--- src/rtl/uart_tx_framer.sv ---
// uart_tx_framer: buffers a valid/ready byte stream into packets and emits each
// committed packet as SYNC, LEN, payload [, checksum], one byte at a time, over
// the transmitter's tx_valid/tx_ready handshake.
// Optional feature macro: UART_FRAMER_CSUM_EN appends (LEN + sum(payload)) mod 256.
//
// state | meaning
// IDLE  | no frame; waits for a queued length and an idle transmitter
// SYNC  | sync byte issued
// LEN   | length byte issued
// PAY   | payload byte issued; rem_r counts bytes still to send
// CSUM  | checksum byte issued (only with UART_FRAMER_CSUM_EN)
//
// Each issued byte walks the handshake ISSUE -> WAIT_LO -> WAIT_HI. After the
// last byte of a frame the FSM returns to IDLE as soon as the transmitter has
// taken it (tx_ready low); IDLE itself waits for tx_ready before the next SYNC.
module uart_tx_framer #(
    parameter int         DEPTH     = 64,
    parameter int         MAX_LEN   = 32,
    parameter int         LEN_Q     = 4,
    parameter logic [7:0] SYNC_BYTE = 8'hA5
) (
    input  logic       clk,
    input  logic       rst_n,
    input  logic [7:0] in_data,
    input  logic       in_valid,
    input  logic       in_last,
    output logic       in_ready,
    output logic [7:0] tx_data,
    output logic       tx_valid,
    input  logic       tx_ready,
    output logic       busy,
    output logic       frame_done
);

    localparam int         AW        = $clog2(DEPTH);
    localparam int         QW        = (LEN_Q > 1) ? $clog2(LEN_Q) : 1;
    localparam logic [7:0] MAX_LEN_B = 8'(MAX_LEN);
    localparam logic [AW:0] DEPTH_C  = (AW+1)'(DEPTH);
    localparam logic [QW:0] LEN_Q_C  = (QW+1)'(LEN_Q);
    localparam logic [QW-1:0] LQ_LAST = QW'(LEN_Q - 1);

    typedef enum logic [2:0] {
        S_IDLE,
        S_SYNC,
        S_LEN,
`ifdef UART_FRAMER_CSUM_EN
        S_CSUM,
`endif
        S_PAY
    } state_t;

    typedef enum logic [1:0] {
        H_ISSUE,
        H_WAIT_LO,
        H_WAIT_HI
    } hs_t;

    state_t state;
    hs_t    hs;

    logic [7:0]    fifo_mem [DEPTH];
    logic [AW-1:0] wr_ptr, rd_ptr;
    logic [AW:0]   fifo_cnt;
    logic [7:0]    fifo_rd_data;

    logic [7:0]    lq_mem [LEN_Q];
    logic [QW-1:0] lq_wr, lq_rd;
    logic [QW:0]   lq_cnt;

    logic [7:0] len_cnt, len_nxt;
    logic [7:0] len_r, rem_r;
`ifdef UART_FRAMER_CSUM_EN
    logic [7:0] sum_r;
`endif

    logic push, fifo_pop, lq_push, lq_pop, last_byte;

    assign in_ready     = (fifo_cnt != DEPTH_C) && (lq_cnt != LEN_Q_C);
    assign push         = in_valid && in_ready;
    assign len_nxt      = len_cnt + 8'd1;
    assign lq_push      = push && (in_last || (len_nxt == MAX_LEN_B));
    assign lq_pop       = (state == S_IDLE) && (lq_cnt != '0) && tx_ready;
    assign fifo_pop     = (hs == H_WAIT_HI) && tx_ready &&
                          ((state == S_LEN) || ((state == S_PAY) && (rem_r != 8'd0)));
    assign fifo_rd_data = fifo_mem[rd_ptr];
    assign busy         = (state != S_IDLE);
`ifdef UART_FRAMER_CSUM_EN
    assign last_byte    = (state == S_CSUM);
`else
    assign last_byte    = (state == S_PAY) && (rem_r == 8'd0);
`endif

    // Payload storage; contents are don't-care once the pointers are reset.
    always_ff @(posedge clk) begin
        if (push) fifo_mem[wr_ptr] <= in_data;
    end

    // FIFO pointers and occupancy; push and pop together leave the count unchanged.
    always_ff @(posedge clk or negedge rst_n) begin
        if (!rst_n) begin
            wr_ptr   <= '0;
            rd_ptr   <= '0;
            fifo_cnt <= '0;
        end else begin
            if (push)     wr_ptr <= wr_ptr + 1'b1;
            if (fifo_pop) rd_ptr <= rd_ptr + 1'b1;
            case ({push, fifo_pop})
                2'b10:   fifo_cnt <= fifo_cnt + 1'b1;
                2'b01:   fifo_cnt <= fifo_cnt - 1'b1;
                default: fifo_cnt <= fifo_cnt;
            endcase
        end
    end

    // Length queue storage.
    always_ff @(posedge clk) begin
        if (lq_push) lq_mem[lq_wr] <= len_nxt;
    end

    // Running packet length and length-queue pointers; a packet closes on in_last or at MAX_LEN.
    always_ff @(posedge clk or negedge rst_n) begin
        if (!rst_n) begin
            len_cnt <= '0;
            lq_wr   <= '0;
            lq_rd   <= '0;
            lq_cnt  <= '0;
        end else begin
            if (lq_push)   len_cnt <= '0;
            else if (push) len_cnt <= len_nxt;
            if (lq_push) lq_wr <= (lq_wr == LQ_LAST) ? '0 : lq_wr + 1'b1;
            if (lq_pop)  lq_rd <= (lq_rd == LQ_LAST) ? '0 : lq_rd + 1'b1;
            case ({lq_push, lq_pop})
                2'b10:   lq_cnt <= lq_cnt + 1'b1;
                2'b01:   lq_cnt <= lq_cnt - 1'b1;
                default: lq_cnt <= lq_cnt;
            endcase
        end
    end

    // Frame FSM with per-byte handshake; tx_data/tx_valid/frame_done are registered.
    always_ff @(posedge clk or negedge rst_n) begin
        if (!rst_n) begin
            state      <= S_IDLE;
            hs         <= H_ISSUE;
            tx_data    <= '0;
            tx_valid   <= 1'b0;
            frame_done <= 1'b0;
            len_r      <= '0;
            rem_r      <= '0;
`ifdef UART_FRAMER_CSUM_EN
            sum_r      <= '0;
`endif
        end else begin
            tx_valid   <= 1'b0;
            frame_done <= 1'b0;
            if (state == S_IDLE) begin
                if (lq_pop) begin
                    len_r    <= lq_mem[lq_rd];
                    rem_r    <= lq_mem[lq_rd];
`ifdef UART_FRAMER_CSUM_EN
                    sum_r    <= '0;
`endif
                    tx_data  <= SYNC_BYTE;
                    tx_valid <= 1'b1;
                    hs       <= H_ISSUE;
                    state    <= S_SYNC;
                end
            end else begin
                case (hs)
                    H_ISSUE: hs <= H_WAIT_LO;
                    H_WAIT_LO: begin
                        if (!tx_ready) begin
                            if (last_byte) begin
                                state      <= S_IDLE;
                                frame_done <= 1'b1;
                            end else begin
                                hs <= H_WAIT_HI;
                            end
                        end
                    end
                    H_WAIT_HI: begin
                        if (fifo_pop) begin
                            tx_data  <= fifo_rd_data;
                            tx_valid <= 1'b1;
                            rem_r    <= rem_r - 8'd1;
`ifdef UART_FRAMER_CSUM_EN
                            sum_r    <= sum_r + fifo_rd_data;
`endif
                            hs       <= H_ISSUE;
                            state    <= S_PAY;
                        end else if (tx_ready && (state == S_SYNC)) begin
                            tx_data  <= len_r;
                            tx_valid <= 1'b1;
`ifdef UART_FRAMER_CSUM_EN
                            sum_r    <= sum_r + len_r;
`endif
                            hs       <= H_ISSUE;
                            state    <= S_LEN;
                        end
`ifdef UART_FRAMER_CSUM_EN
                        else if (tx_ready && (state == S_PAY)) begin
                            tx_data  <= sum_r;
                            tx_valid <= 1'b1;
                            hs       <= H_ISSUE;
                            state    <= S_CSUM;
                        end
`endif
                    end
                    default: hs <= H_ISSUE;
                endcase
            end
        end
    end

endmodule

--- config.mk ---
export PLATFORM = sky130hd
export DESIGN_NAME = uart_tx_framer
export DESIGN_NICKNAME = d
export VERILOG_FILES = /design/src/rtl/uart_tx_framer.sv
export SDC_FILE = /design/constraint.sdc
export NUM_CORES = 1
export LEC_CHECK = 0
export ABC_AREA = 1
export CAP_MARGIN = 30
export CORE_UTILIZATION = 50
export CTS_CLUSTER_DIAMETER = 60
export CTS_CLUSTER_SIZE = 20
export DETAILED_ROUTE_END_ITERATION = 8
export DONT_BUFFER_PORTS = 1
export GPL_TIMING_DRIVEN = 0
export SETUP_SLACK_MARGIN = 0.05
export SLEW_MARGIN = 40
export SYNTH_ARGS = -nofsm -noshare
export SYNTH_HDL_FRONTEND = slang
export SYNTH_SLANG_ARGS = --single-unit
--- constraint.sdc ---
create_clock -name clk -period 3.7 [get_ports clk]
set_input_delay 0.74 -clock clk [delete_from_list [all_inputs] [get_ports clk]]
set_output_delay 0.74 -clock clk [all_outputs]
set_load 0.05 [all_outputs]
==> results.sh <==
export IMPL_status="completed"
export IMPL_numCtsBuffers=46
export IMPL_clk_path_buf_depth=3
export IMPL_rows=83
export IMPL_area_growth_pct=9.983
export IMPL_grt_max_degree=65
export IMPL_synth_ff_latch_count=608
export IMPL_fin_total_pwr_w=0.01840
export IMPL_fin_nets=2562
export IMPL_first_iter_violations=2138
export IMPL_tightestPinTransition_ps=881.1
export IMPL_vias=18180
export IMPL_dp_hpwl_mm=50.81
export IMPL_finalWirelength_mm=76.26
export IMPL_dieHeight_um=230.7
export IMPL_cts_clk_slew_worst_paths_ps=90
export IMPL_worst_slack_ps=4.342
export IMPL_path_max_fanout=8
export IMPL_grt_pass1_wl_mm=112.2
export IMPL_drtPass1Iterations=5
export IMPL_timing_slew_headroom_pct=41.09
export IMPL_hold_viol_final=0
export IMPL_cp_end_kind="flop"
export IMPL_cp_start_kind="flop"
export IMPL_grt_overflow_total=0
export IMPL_synth_nets=2510
export IMPL_io_pins=25
export IMPL_ant_nets=0
export IMPL_path_class="flop to flop"
export IMPL_drive_gt1_share_pct=8.609
export IMPL_core_area_mm2=0.05151
export IMPL_pre_cts_ws_ps=-27.96
export IMPL_grt_antenna_before_repair=0
export IMPL_syn_area_per_cell_um2=10.56
export IMPL_finClkSkew_ps=37.52
export IMPL_power_density_mw_per_mm2=639.7
export IMPL_routedWlPerCell_um=23.48
export IMPL_via_per_inst=5.596
export IMPL_crit_arrival_ps=3920
export IMPL_die_area_mm2=0.05323
export IMPL_initial_utilization_pct=50.78
export IMPL_h_tree_depth=2
export IMPL_startpoint="lq_cnt[2]"
export IMPL_dieWidth_um=230.7
export IMPL_reg2regPathDepth=7
export IMPL_cap_violations=0
export IMPL_syn_area_mm2=0.02616
export IMPL_synth_cell_types=43
export IMPL_drc_errors=0
export IMPL_period_share_pct=99.88
export IMPL_cts_root_buf="clkbuf_16"
export IMPL_yosysWarnings=0
export IMPL_cp_required_ps=3920
export IMPL_insertion_delay_ps=620
export IMPL_clock_fmax_ghz=0.2706
export IMPL_r2r_start="lq_cnt[2]"
export IMPL_hold_class="input pin to asynchronous set/reset pin"
export IMPL_gr_usage_all_layers_pct=29.18
export IMPL_rsz0062_at_grt="yes"
export IMPL_p_leak_nw=11.11
export IMPL_cts_tree="built"
export IMPL_grt_pass1_vias=17150
export IMPL_gp_congestion=0.9947
export IMPL_io_buffers=0
export IMPL_peakVddDrop_v=0.0003306
export IMPL_drv_slew=0
export IMPL_synth_seq_area_share_pct=68.57
export IMPL_cts_sinks=608
export IMPL_period_needed_ps=3696
export IMPL_setup_violations=0
export IMPL_syn_inst=2478
[stage by stage]
step / hold slack (ps) / utilization [%] / TNS (ps) / instance area, um2 / cells
2_1_floorplan: 444.4 / - / 0 / 26160 / 2478
3_3_place_gp: 445.7 / 52.43 / -5093 / 27010 / 3158
3_5_place_dp: 445.5 / 52.53 / -220.0 / 27060 / 3160
4_1_cts: 7.722 / 55.75 / -467.2 / 28720 / 3246
5_1_grt: 40.66 / 55.85 / -1624 / 28770 / 3247
6_report: 33.41 / 55.85 / 0 / 28770 / 3248
[routing by layer]
metal | vias to the layer above | GRT usage, % | routed length, um
li1 | 8397 | - | -
met1 | 8889 | 42.61 | 32840
met2 | 768 | 43.80 | 33940
met3 | 123 | 6.423 | 7194
met4 | 0 | 8.733 | 2280
met5 | - | 0 | 0
[power breakdown]
group          switching, W  leakage [nW]  internal (W)
Combinational       0.00339          4.62       0.00121
Clock               0.00263         0.789       0.00278
Sequential         0.000421          5.70       0.00798
Total               0.00643          11.1        0.0120
[final cells by class]
type	instances	area [um2]
diodes	1	2.502
flip-flops and latches	608	17940
plain buffers	119	556.8
clock buffers	58	1321
inverters	195	732.0
fillers	4490	22740
repair buffers	4	48.80
clock inverters	27	299.0
multi-input cells	1556	7020
well taps	680	850.8
[flip-flops by register name, indices dropped and copies added, names as in the netlist]
| signal | flops |
|---|---|
| tx_data | 8 |
| fifo_cnt | 7 |
| len_r | 8 |
| lq_rd | 2 |
| hs | 2 |
| rem_r | 8 |
| lq_wr | 2 |
| frame_done | 1 |
| state | 2 |
| lq_cnt | 3 |
| lq_mem | 32 |
| rd_ptr | 6 |
| wr_ptr | 6 |
| len_cnt | 8 |
| fifo_mem | 512 |
| tx_valid | 1 |
[path summary, 6_finish.rpt]
| check | slack [ps] | to |
|---|---|---|
| setup / recovery | 4 | fifo_mem[0][7] |
| hold / removal | 30 | rd_ptr[1] |
| setup reg to reg | 4 | fifo_mem[0][7] |
| hold reg to reg | 490 | len_r[0] |
| max in group asynchronous | 3370 | fifo_cnt[4] |
| min in group clk | 200 | frame_done |
[cell usage after synthesis]
library cell | instances | area share, %
a21oi_1 | 47 | 0.90
a21oi_2 | 1 | 0.033
a22o_1 | 1 | 0.033
a31oi_1 | 1 | 0.024
a32o_1 | 3 | 0.11
a41oi_2 | 1 | 0.062
buf_1 | 12 | 0.17
buf_2 | 74 | 1.4
buf_4 | 2 | 0.057
buf_6 | 1 | 0.043
clkbuf_1 | 30 | 0.43
clkinv_1 | 2 | 0.029
dfrtp_1 | 64 | 6.1
edfxtp_1 | 544 | 62
fa_1 | 1 | 0.077
ha_1 | 18 | 0.86
inv_1 | 185 | 2.7
inv_2 | 8 | 0.11
nand2_1 | 753 | 11
nand2_2 | 4 | 0.096
nand2_4 | 1 | 0.043
nand3_1 | 292 | 5.6
nand3_2 | 1 | 0.038
nand3b_1 | 2 | 0.057
nand4_1 | 5 | 0.12
nand4_4 | 4 | 0.33
nor2_1 | 274 | 3.9
nor2_4 | 1 | 0.043
nor3_1 | 5 | 0.096
nor3_2 | 2 | 0.077
nor3_4 | 1 | 0.062
nor4_1 | 1 | 0.024
o211ai_1 | 1 | 0.029
o21a_1 | 1 | 0.029
o21ai_0 | 96 | 1.8
o21ai_1 | 2 | 0.038
o21ai_2 | 2 | 0.067
o21bai_1 | 1 | 0.029
o22a_1 | 1 | 0.033
o22ai_1 | 6 | 0.14
or2_1 | 1 | 0.024
xnor2_1 | 8 | 0.27
xor2_1 | 18 | 0.60
[what timing repair did]
action | 4_1_cts | 5_1_grt
buffers inserted | 0 | 0
endpoints found under the setup margin | 46 | 91
pin swaps | 0 | 0
gates resized for setup | 5 | 2
endpoints found under the hold margin | 64 | 0
hold buffers | 1 | 0
[critical path, stage by stage (launching register included)]
cell and delay (ps):
dfrtp_1 390, inv_1 90, nor3_1 60, a41oi_2 590, nand2_1 360, inv_2 230, nand4_1 680, nor2_1 910
[cells by family (layout without fill, tap and decap cells)]
family	Yosys count	count (layout)	synth area share (%)
buffers and inverters	314	403	4.917
DFF	608	608	68.57
adders and majority gates	19	19	0.9375
other	0	1	0
and+or+nand+nor	1347	1347	21.33
AOI/OAI and AO/OA	164	164	3.372
xor gates and xnor gates	26	26	0.8706
[cells in the final DEF (no fill, tap or decap), drive strengths merged, types with 2 or more instances in the layout]
cell      synthesis  layout
nand2           758     758
edfxtp          544     544
nand3           293     293
nor2            275     275
inv             193     206
o21ai           100     100
buf              89      93
clkbuf           30      88
dfrtp            64      64
a21oi            48      48
xor2             18      18
ha               18      18
clkinv            2      12
nand4             9       9
xnor2             8       8
nor3              8       8
o22ai             6       6
a32o              3       3
nand3b            2       2
bufinv            0       2
clkinvlp          0       2
No activity file was read; power rests on OpenSTA's default activity.
